## src/rtl/alarm_time_pkg.sv

```systemverilog
// Shared definitions for the 24-hour clock: BCD limits, blank digit code
// and the alarm ring state encoding.
package alarm_time_pkg;

    localparam logic [7:0] MIN_MAX     = 8'h59;
    localparam logic [5:0] HOUR_MAX    = 6'h23;
    localparam logic [3:0] BLANK_DIGIT = 4'hF;

    typedef enum logic {
        IDLE    = 1'b0,
        RINGING = 1'b1
    } ring_state_e;

endpackage

```

## src/rtl/alarm_time_if.sv

```systemverilog
// Command interface from the adjust-mode controller (master) to the
// alarm-time register block (slave): clear/increment strobes and blink enables.
interface alarm_time_if;
    logic MINCLR1;
    logic HOURCLR1;
    logic MININC1;
    logic HOURINC1;
    logic MINON1;
    logic HOURON1;

    modport master (
        output MINCLR1, HOURCLR1, MININC1, HOURINC1, MINON1, HOURON1
    );

    modport slave (
        input MINCLR1, HOURCLR1, MININC1, HOURINC1, MINON1, HOURON1
    );
endinterface

```

## src/rtl/bcd_wrap_cnt.sv

```systemverilog
// Two-digit BCD counter that wraps from MAX to zero; clear has priority
// over increment. The tens digit occupies bits [W-1:4].
module bcd_wrap_cnt #(
    parameter int           W   = 8,
    parameter logic [W-1:0] MAX = '0
) (
    input  logic         clk,
    input  logic         rst,
    input  logic         clr,
    input  logic         inc,
    output logic [W-1:0] cnt
);

    localparam int           TW       = W - 4;
    localparam logic [TW-1:0] TENS_ONE = TW'(1);

    logic [W-1:0] cnt_d;
    logic [W-1:0] cnt_q;

    always_comb begin
        cnt_d = cnt_q;
        if (clr) begin
            cnt_d = '0;
        end else if (inc) begin
            if (cnt_q == MAX) begin
                cnt_d = '0;
            end else if (cnt_q[3:0] == 4'd9) begin
                cnt_d = {cnt_q[W-1:4] + TENS_ONE, 4'd0};
            end else begin
                cnt_d = {cnt_q[W-1:4], cnt_q[3:0] + 4'd1};
            end
        end
    end

    always_ff @(posedge clk or posedge rst) begin
        if (rst) begin
            cnt_q <= '0;
        end else begin
            cnt_q <= cnt_d;
        end
    end

    assign cnt = cnt_q;

endmodule

```

## src/rtl/alarm_time.sv

```systemverilog
// Alarm minute/hour registers, blink-masked display digits, once-per-second
// alarm comparison and the timed ring state machine gating the buzzer.
module alarm_time
    import alarm_time_pkg::*;
#(
    parameter int RING_SEC = 60
) (
    input  logic               CLK,
    input  logic               RST,
    input  logic               EN1HZ,
    input  logic               SIG2HZ,
    alarm_time_if.slave        adj,
    input  logic               ALMEN,
    input  logic               STOP,
    input  logic [7:0]         CURSEC,
    input  logic [7:0]         CURMIN,
    input  logic [5:0]         CURHOUR,
    output logic [7:0]         AMIN,
    output logic [5:0]         AHOUR,
    output logic [7:0]         DMIN,
    output logic [5:0]         DHOUR,
    output logic               RING,
    output logic               BUZZ
);

    localparam logic [7:0] RING_LAST = 8'(RING_SEC - 1);

    ring_state_e state_d, state_q;
    logic [7:0]  cnt_d, cnt_q;
    logic        match;

    bcd_wrap_cnt #(.W(8), .MAX(MIN_MAX)) u_min_cnt (
        .clk (CLK),
        .rst (RST),
        .clr (adj.MINCLR1),
        .inc (adj.MININC1),
        .cnt (AMIN)
    );

    bcd_wrap_cnt #(.W(6), .MAX(HOUR_MAX)) u_hour_cnt (
        .clk (CLK),
        .rst (RST),
        .clr (adj.HOURCLR1),
        .inc (adj.HOURINC1),
        .cnt (AHOUR)
    );

    // Compared against the alarm value held before the edge, so a same-cycle
    // increment cannot cancel a match.
    assign match = ALMEN & EN1HZ & (CURSEC == 8'h00) &
                   (CURMIN == AMIN) & (CURHOUR == AHOUR);

    always_comb begin
        state_d = state_q;
        cnt_d   = cnt_q;
        case (state_q)
            IDLE: begin
                if (match && !STOP) begin
                    state_d = RINGING;
                    cnt_d   = 8'd0;
                end
            end
            RINGING: begin
                if (STOP || !ALMEN) begin
                    state_d = IDLE;
                end else if (EN1HZ) begin
                    cnt_d = cnt_q + 8'd1;
                    if (cnt_q == RING_LAST) begin
                        state_d = IDLE;
                    end
                end
            end
            default: state_d = IDLE;
        endcase
    end

    always_ff @(posedge CLK or posedge RST) begin
        if (RST) begin
            state_q <= IDLE;
            cnt_q   <= 8'd0;
        end else begin
            state_q <= state_d;
            cnt_q   <= cnt_d;
        end
    end

    assign RING  = (state_q == RINGING);
    assign BUZZ  = RING & SIG2HZ;
    assign DMIN  = adj.MINON1  ? AMIN  : {BLANK_DIGIT, BLANK_DIGIT};
    assign DHOUR = adj.HOURON1 ? AHOUR : {BLANK_DIGIT[1:0], BLANK_DIGIT};

endmodule

```

## src/flat_wrapper.sv

```systemverilog
// flat-port wrapper written by rule: the top's interface ports become plain ports
module alarm_time_flat import alarm_time_pkg::*;
#(
    parameter int RING_SEC = 60
)
  (CLK, RST, EN1HZ, SIG2HZ, ALMEN, STOP, CURSEC, CURMIN, CURHOUR, AMIN, AHOUR, DMIN, DHOUR, RING, BUZZ, adj_MINCLR1, adj_HOURCLR1, adj_MININC1, adj_HOURINC1, adj_MINON1, adj_HOURON1);
  alarm_time_if adj_i ();
  input  logic CLK;
  input  logic RST;
  input  logic EN1HZ;
  input  logic SIG2HZ;
  input  logic ALMEN;
  input  logic STOP;
  input  logic [7:0] CURSEC;
  input  logic [7:0] CURMIN;
  input  logic [5:0] CURHOUR;
  output logic [7:0] AMIN;
  output logic [5:0] AHOUR;
  output logic [7:0] DMIN;
  output logic [5:0] DHOUR;
  output logic RING;
  output logic BUZZ;
  input wire logic [$bits(adj_i.MINCLR1)-1:0] adj_MINCLR1;
  input wire logic [$bits(adj_i.HOURCLR1)-1:0] adj_HOURCLR1;
  input wire logic [$bits(adj_i.MININC1)-1:0] adj_MININC1;
  input wire logic [$bits(adj_i.HOURINC1)-1:0] adj_HOURINC1;
  input wire logic [$bits(adj_i.MINON1)-1:0] adj_MINON1;
  input wire logic [$bits(adj_i.HOURON1)-1:0] adj_HOURON1;
  assign adj_i.MINCLR1 = adj_MINCLR1;
  assign adj_i.HOURCLR1 = adj_HOURCLR1;
  assign adj_i.MININC1 = adj_MININC1;
  assign adj_i.HOURINC1 = adj_HOURINC1;
  assign adj_i.MINON1 = adj_MINON1;
  assign adj_i.HOURON1 = adj_HOURON1;
  alarm_time #(.RING_SEC(RING_SEC)) u_core (.CLK(CLK), .RST(RST), .EN1HZ(EN1HZ), .SIG2HZ(SIG2HZ), .adj(adj_i), .ALMEN(ALMEN), .STOP(STOP), .CURSEC(CURSEC), .CURMIN(CURMIN), .CURHOUR(CURHOUR), .AMIN(AMIN), .AHOUR(AHOUR), .DMIN(DMIN), .DHOUR(DHOUR), .RING(RING), .BUZZ(BUZZ));
endmodule
```

## config.mk

```make
export PLATFORM = sky130hd
export DESIGN_NAME = alarm_time_flat
export DESIGN_NICKNAME = d
export VERILOG_FILES = /design/src/rtl/alarm_time_pkg.sv /design/src/rtl/alarm_time_if.sv /design/src/rtl/bcd_wrap_cnt.sv /design/src/rtl/alarm_time.sv /design/src/flat_wrapper.sv
export SDC_FILE = /design/constraint.sdc
export NUM_CORES = 1
export LEC_CHECK = 0
export CORE_MARGIN = 8
export CORE_UTILIZATION = 45
export DETAILED_ROUTE_END_ITERATION = 6
export GPL_TIMING_DRIVEN = 0
export MAX_ROUTING_LAYER = met4
export PLACE_DENSITY = 0.8
export SLEW_MARGIN = 30
export SYNTH_ARGS = -nofsm -noshare
export SYNTH_HDL_FRONTEND = slang
export SYNTH_HIERARCHICAL = 1
export SYNTH_SLANG_ARGS = --single-unit
```

## constraint.sdc

```tcl
create_clock -name CLK -period 2.2 [get_ports CLK]
set_clock_uncertainty 0.2 [all_clocks]
set_input_delay 0.44 -clock CLK [delete_from_list [all_inputs] [get_ports CLK]]
set_output_delay 0.44 -clock CLK [all_outputs]
set_load 0.02 [all_outputs]
```

==> impl_metrics.yaml <==
critical_path:
  worstSetupPathType: "primary input to primary output"
  cp_cell_sequence: "clkdlybuf4s50_1 > nand2b_1 > dlygate4sd2_1"
  rrSetupSlack_ns: 0.30
  r2r-start: "u_core/u_min_cnt/cnt[2]$_DFFE_PP0P_"
  cp_num_buf_inv: 2
  crit_arrival_ns: 1.48
  worst_path_dominant_cell_family: "buffers and inverters"
  r2r-end: "u_core/cnt_q[5]$_DFFE_PP0P_"
  cp-start-kind: "primary input"
  timing.critical_path.fanout_max: 6
  critPathRequiredTime_ns: 1.56
  cp-end-kind: "primary output"
  r2r_cells: 5
  slowest_delay_ns: 0.61
  worst_path_max_delay_cell: "clkdlybuf4s50_1"
power_and_ir_drop:
  leakage_nw: 1.090
  peakVddDrop_v: 0.0003178
  pwr_density_cell_mw_per_mm2: 360.9
finish:
  drive_above_1_share_pct: 6.061
  final.fill_count: 336
  diodes: 0
  syn_to_final_growth_pct: 41.40
  nets: 307
placement:
  numPortBuffers: 63
  dpl.hpwl_um: 3756
  place_ws_ns: -0.2166
  place_congestion: 0.8918
min_path:
  hold_path.class: "primary input to asynchronous set/reset pin"
timing:
  fmax_mhz: 471.9
  worst_pin_slew_ns: 0.4948
  drv_slew: 0
  rsz0062_at_grt: "no"
  worst_slew_margin_rel_pct: 67.01
  post-route-period-util_pct: 96.31
  fin_ws_ns: 0.08112
  final.min_clock_period_ns: 2.119
  holdWs_ns: 0.2495
  finalHoldViolCount: 0
  finalSetupTns_ns: 0
  setup_violations: 0
synth:
  ys.flop_type: "dfrtp_1"
  ys_ff_latch: 23
  syn-num-nets: 239
  seq_area_frac_synth_pct: 32.95
  async_flop_share_pct: 100.0
  synth-edff-count: 0
  avgSynthCellArea_um2: 8.866
  synth_top_area_share_pct: 32.95
  yosys_warnings: 6
  synth_area_mm2: 0.001747
  synth_area_leaders: "dfrtp_1 33%, nand2b_1 7.2%, xor2_1 7.0%"
  synth_top_area_cell: "dfrtp_1"
  synthTopCellsByCount: "23 x dfrtp_1, 20 x nand2b_1, 19 x nand2_1, 14 x nand3_1, 14 x xor2_1"
  yosysMostFrequentCell: "dfrtp_1"
  ys_types: 46
  synth_cells: 197
routing:
  ant_nets: 0
  drtPass1Iterations: 4
  viasPerCell: 5.311
  vias: 1657
  finalWirelength_um: 4634
  drc: 0
  drt_iter0_markers: 156
  wl_per_cell_um: 14.85
clocking:
  htreeDepth: 1
  clkSinkCount: 23
  clockBufferDepth: 2
  clk_latency_ns: 0.26
  cts_buffers: 3
  cts-hold-fix-buffers: 0
  path_clk_slew_ns: 0.08
  cts_root_buf: "clkbuf_8"
  post-cts-setup-buffers: 0
  cts_tree: "done"
  cts_resized: 15
grt:
  grt.total_usage_pct: 15.58
  grt_pass1_vias: 1573
  grt_pass1_wl_um: 7762
  grt_max_degree: 14
  overflow: 0
  antenna_found_initial: 0
outcome:
  status: "completed"
die:
  core_mm2: 0.003689
  die_y_um: 78.30
  die_x_um: 78.30
  core.rowCount: 22
  dieArea_mm2: 0.006131
  initial_core_util_pct: 47.35
  pin_count: 64
run:
  cap_viol_max_count: 0
-- registers in the layout (all words and copies together) (netlist names) --
register / cells
u_core/cnt_q: 8
u_core/u_min_cnt/cnt: 8
u_core/RING: 1
u_core/u_hour_cnt/cnt: 6
-- worst max-delay path by stage --
stage | from | endpoint | cells after the start
floorplan | u_core/u_min_cnt/cnt[1]$_DFFE_PP0P_ | u_core/u_min_cnt/cnt[4]$_DFFE_PP0P_ | 5
global placement | adj_HOURON1 | DHOUR[4] | 3
detailed placement | adj_MINON1 | DMIN[2] | 3
CTS | adj_MINON1 | DMIN[2] | 3
global route | adj_HOURON1 | DHOUR[2] | 3
finish | adj_HOURON1 | DHOUR[2] | 3
-- power by group --
part           total (mW)  switching (mW)  leakage, nW  internal (mW)
clock               0.258           0.132       0.0255          0.126
combinational       0.193          0.0892        0.746          0.104
sequential          0.440          0.0125        0.319          0.428
total               0.891           0.234         1.09          0.658
-- per-stage QoR --
stage	utilization, %	cells	power, mW	instance area, µm²
final	66.96	312	0.8913	2470
after global routing	66.96	312	0.9309	2470
after CTS	66.83	312	0.9008	2465
after detailed placement	66.08	308	0.6560	2437
after global placement	66.08	308	0.6522	2437
after floorplan	-	197	0.5273	1747
-- layout make-up --
| class | count | area (µm²) | area share, % |
|---|---|---|---|
| multi-input cells | 161 | 1112 | 45.04 |
| repair buffers | 63 | 616.8 | 24.97 |
| flip-flops and latches | 23 | 575.6 | 23.30 |
| well taps | 48 | 60.06 | 2.432 |
| clock buffers | 3 | 41.29 | 1.672 |
| plain buffers | 6 | 32.53 | 1.317 |
| inverters | 7 | 26.28 | 1.064 |
| clock inverters | 1 | 5.005 | 0.2026 |
-- cell usage in the layout (no fill, tap or decap), types with 2 or more instances in the layout --
| cell type | netlist | layout |
|---|---|---|
| a21oi_1 | 6 | 6 |
| a31oi_1 | 8 | 8 |
| a32o_1 | 4 | 4 |
| and3_1 | 2 | 2 |
| buf_2 | 2 | 2 |
| clkbuf_1 | 3 | 3 |
| clkbuf_8 | 0 | 3 |
| clkdlybuf4s50_1 | 0 | 46 |
| dfrtp_1 | 23 | 23 |
| dlygate4sd2_1 | 0 | 15 |
| dlymetal6s2s_1 | 0 | 2 |
| ha_1 | 8 | 8 |
| inv_1 | 7 | 7 |
| nand2_1 | 19 | 19 |
| nand2b_1 | 20 | 20 |
| nand3_1 | 14 | 14 |
| nand3b_1 | 6 | 6 |
| nand4_1 | 6 | 6 |
| nor2_1 | 4 | 4 |
| nor2b_1 | 3 | 3 |
| nor3_1 | 3 | 3 |
| nor4_1 | 3 | 3 |
| nor4b_1 | 2 | 2 |
| o21ai_0 | 5 | 5 |
| o21ai_1 | 3 | 3 |
| o31ai_1 | 2 | 2 |
| or3b_1 | 2 | 2 |
| or3b_2 | 2 | 2 |
| xnor2_1 | 6 | 6 |
| xor2_1 | 14 | 14 |
-- layer usage --
layer,up-vias,global-route usage (%),part of all wire (%)
met4,0,4.444,0.95
met5,-,-,0
li1,845,-,-
met2,38,24.94,49
met1,772,19.92,46
met3,2,2.278,3.7
-- cell families (layout without fill, tap and decap cells) --
family          count (synthesis)  in the layout  share of synthesized area, %
buf+inv                        13             80                         3.367
mux                             2              2                         1.289
compound gates                 33             33                         13.04
simple gates                   98             98                         33.60
xor+xnor                       20             20                         10.03
fa+ha+maj                       8              8                         5.731
flops                          23             23                         32.95
Power figures use the tool's default switching activity.
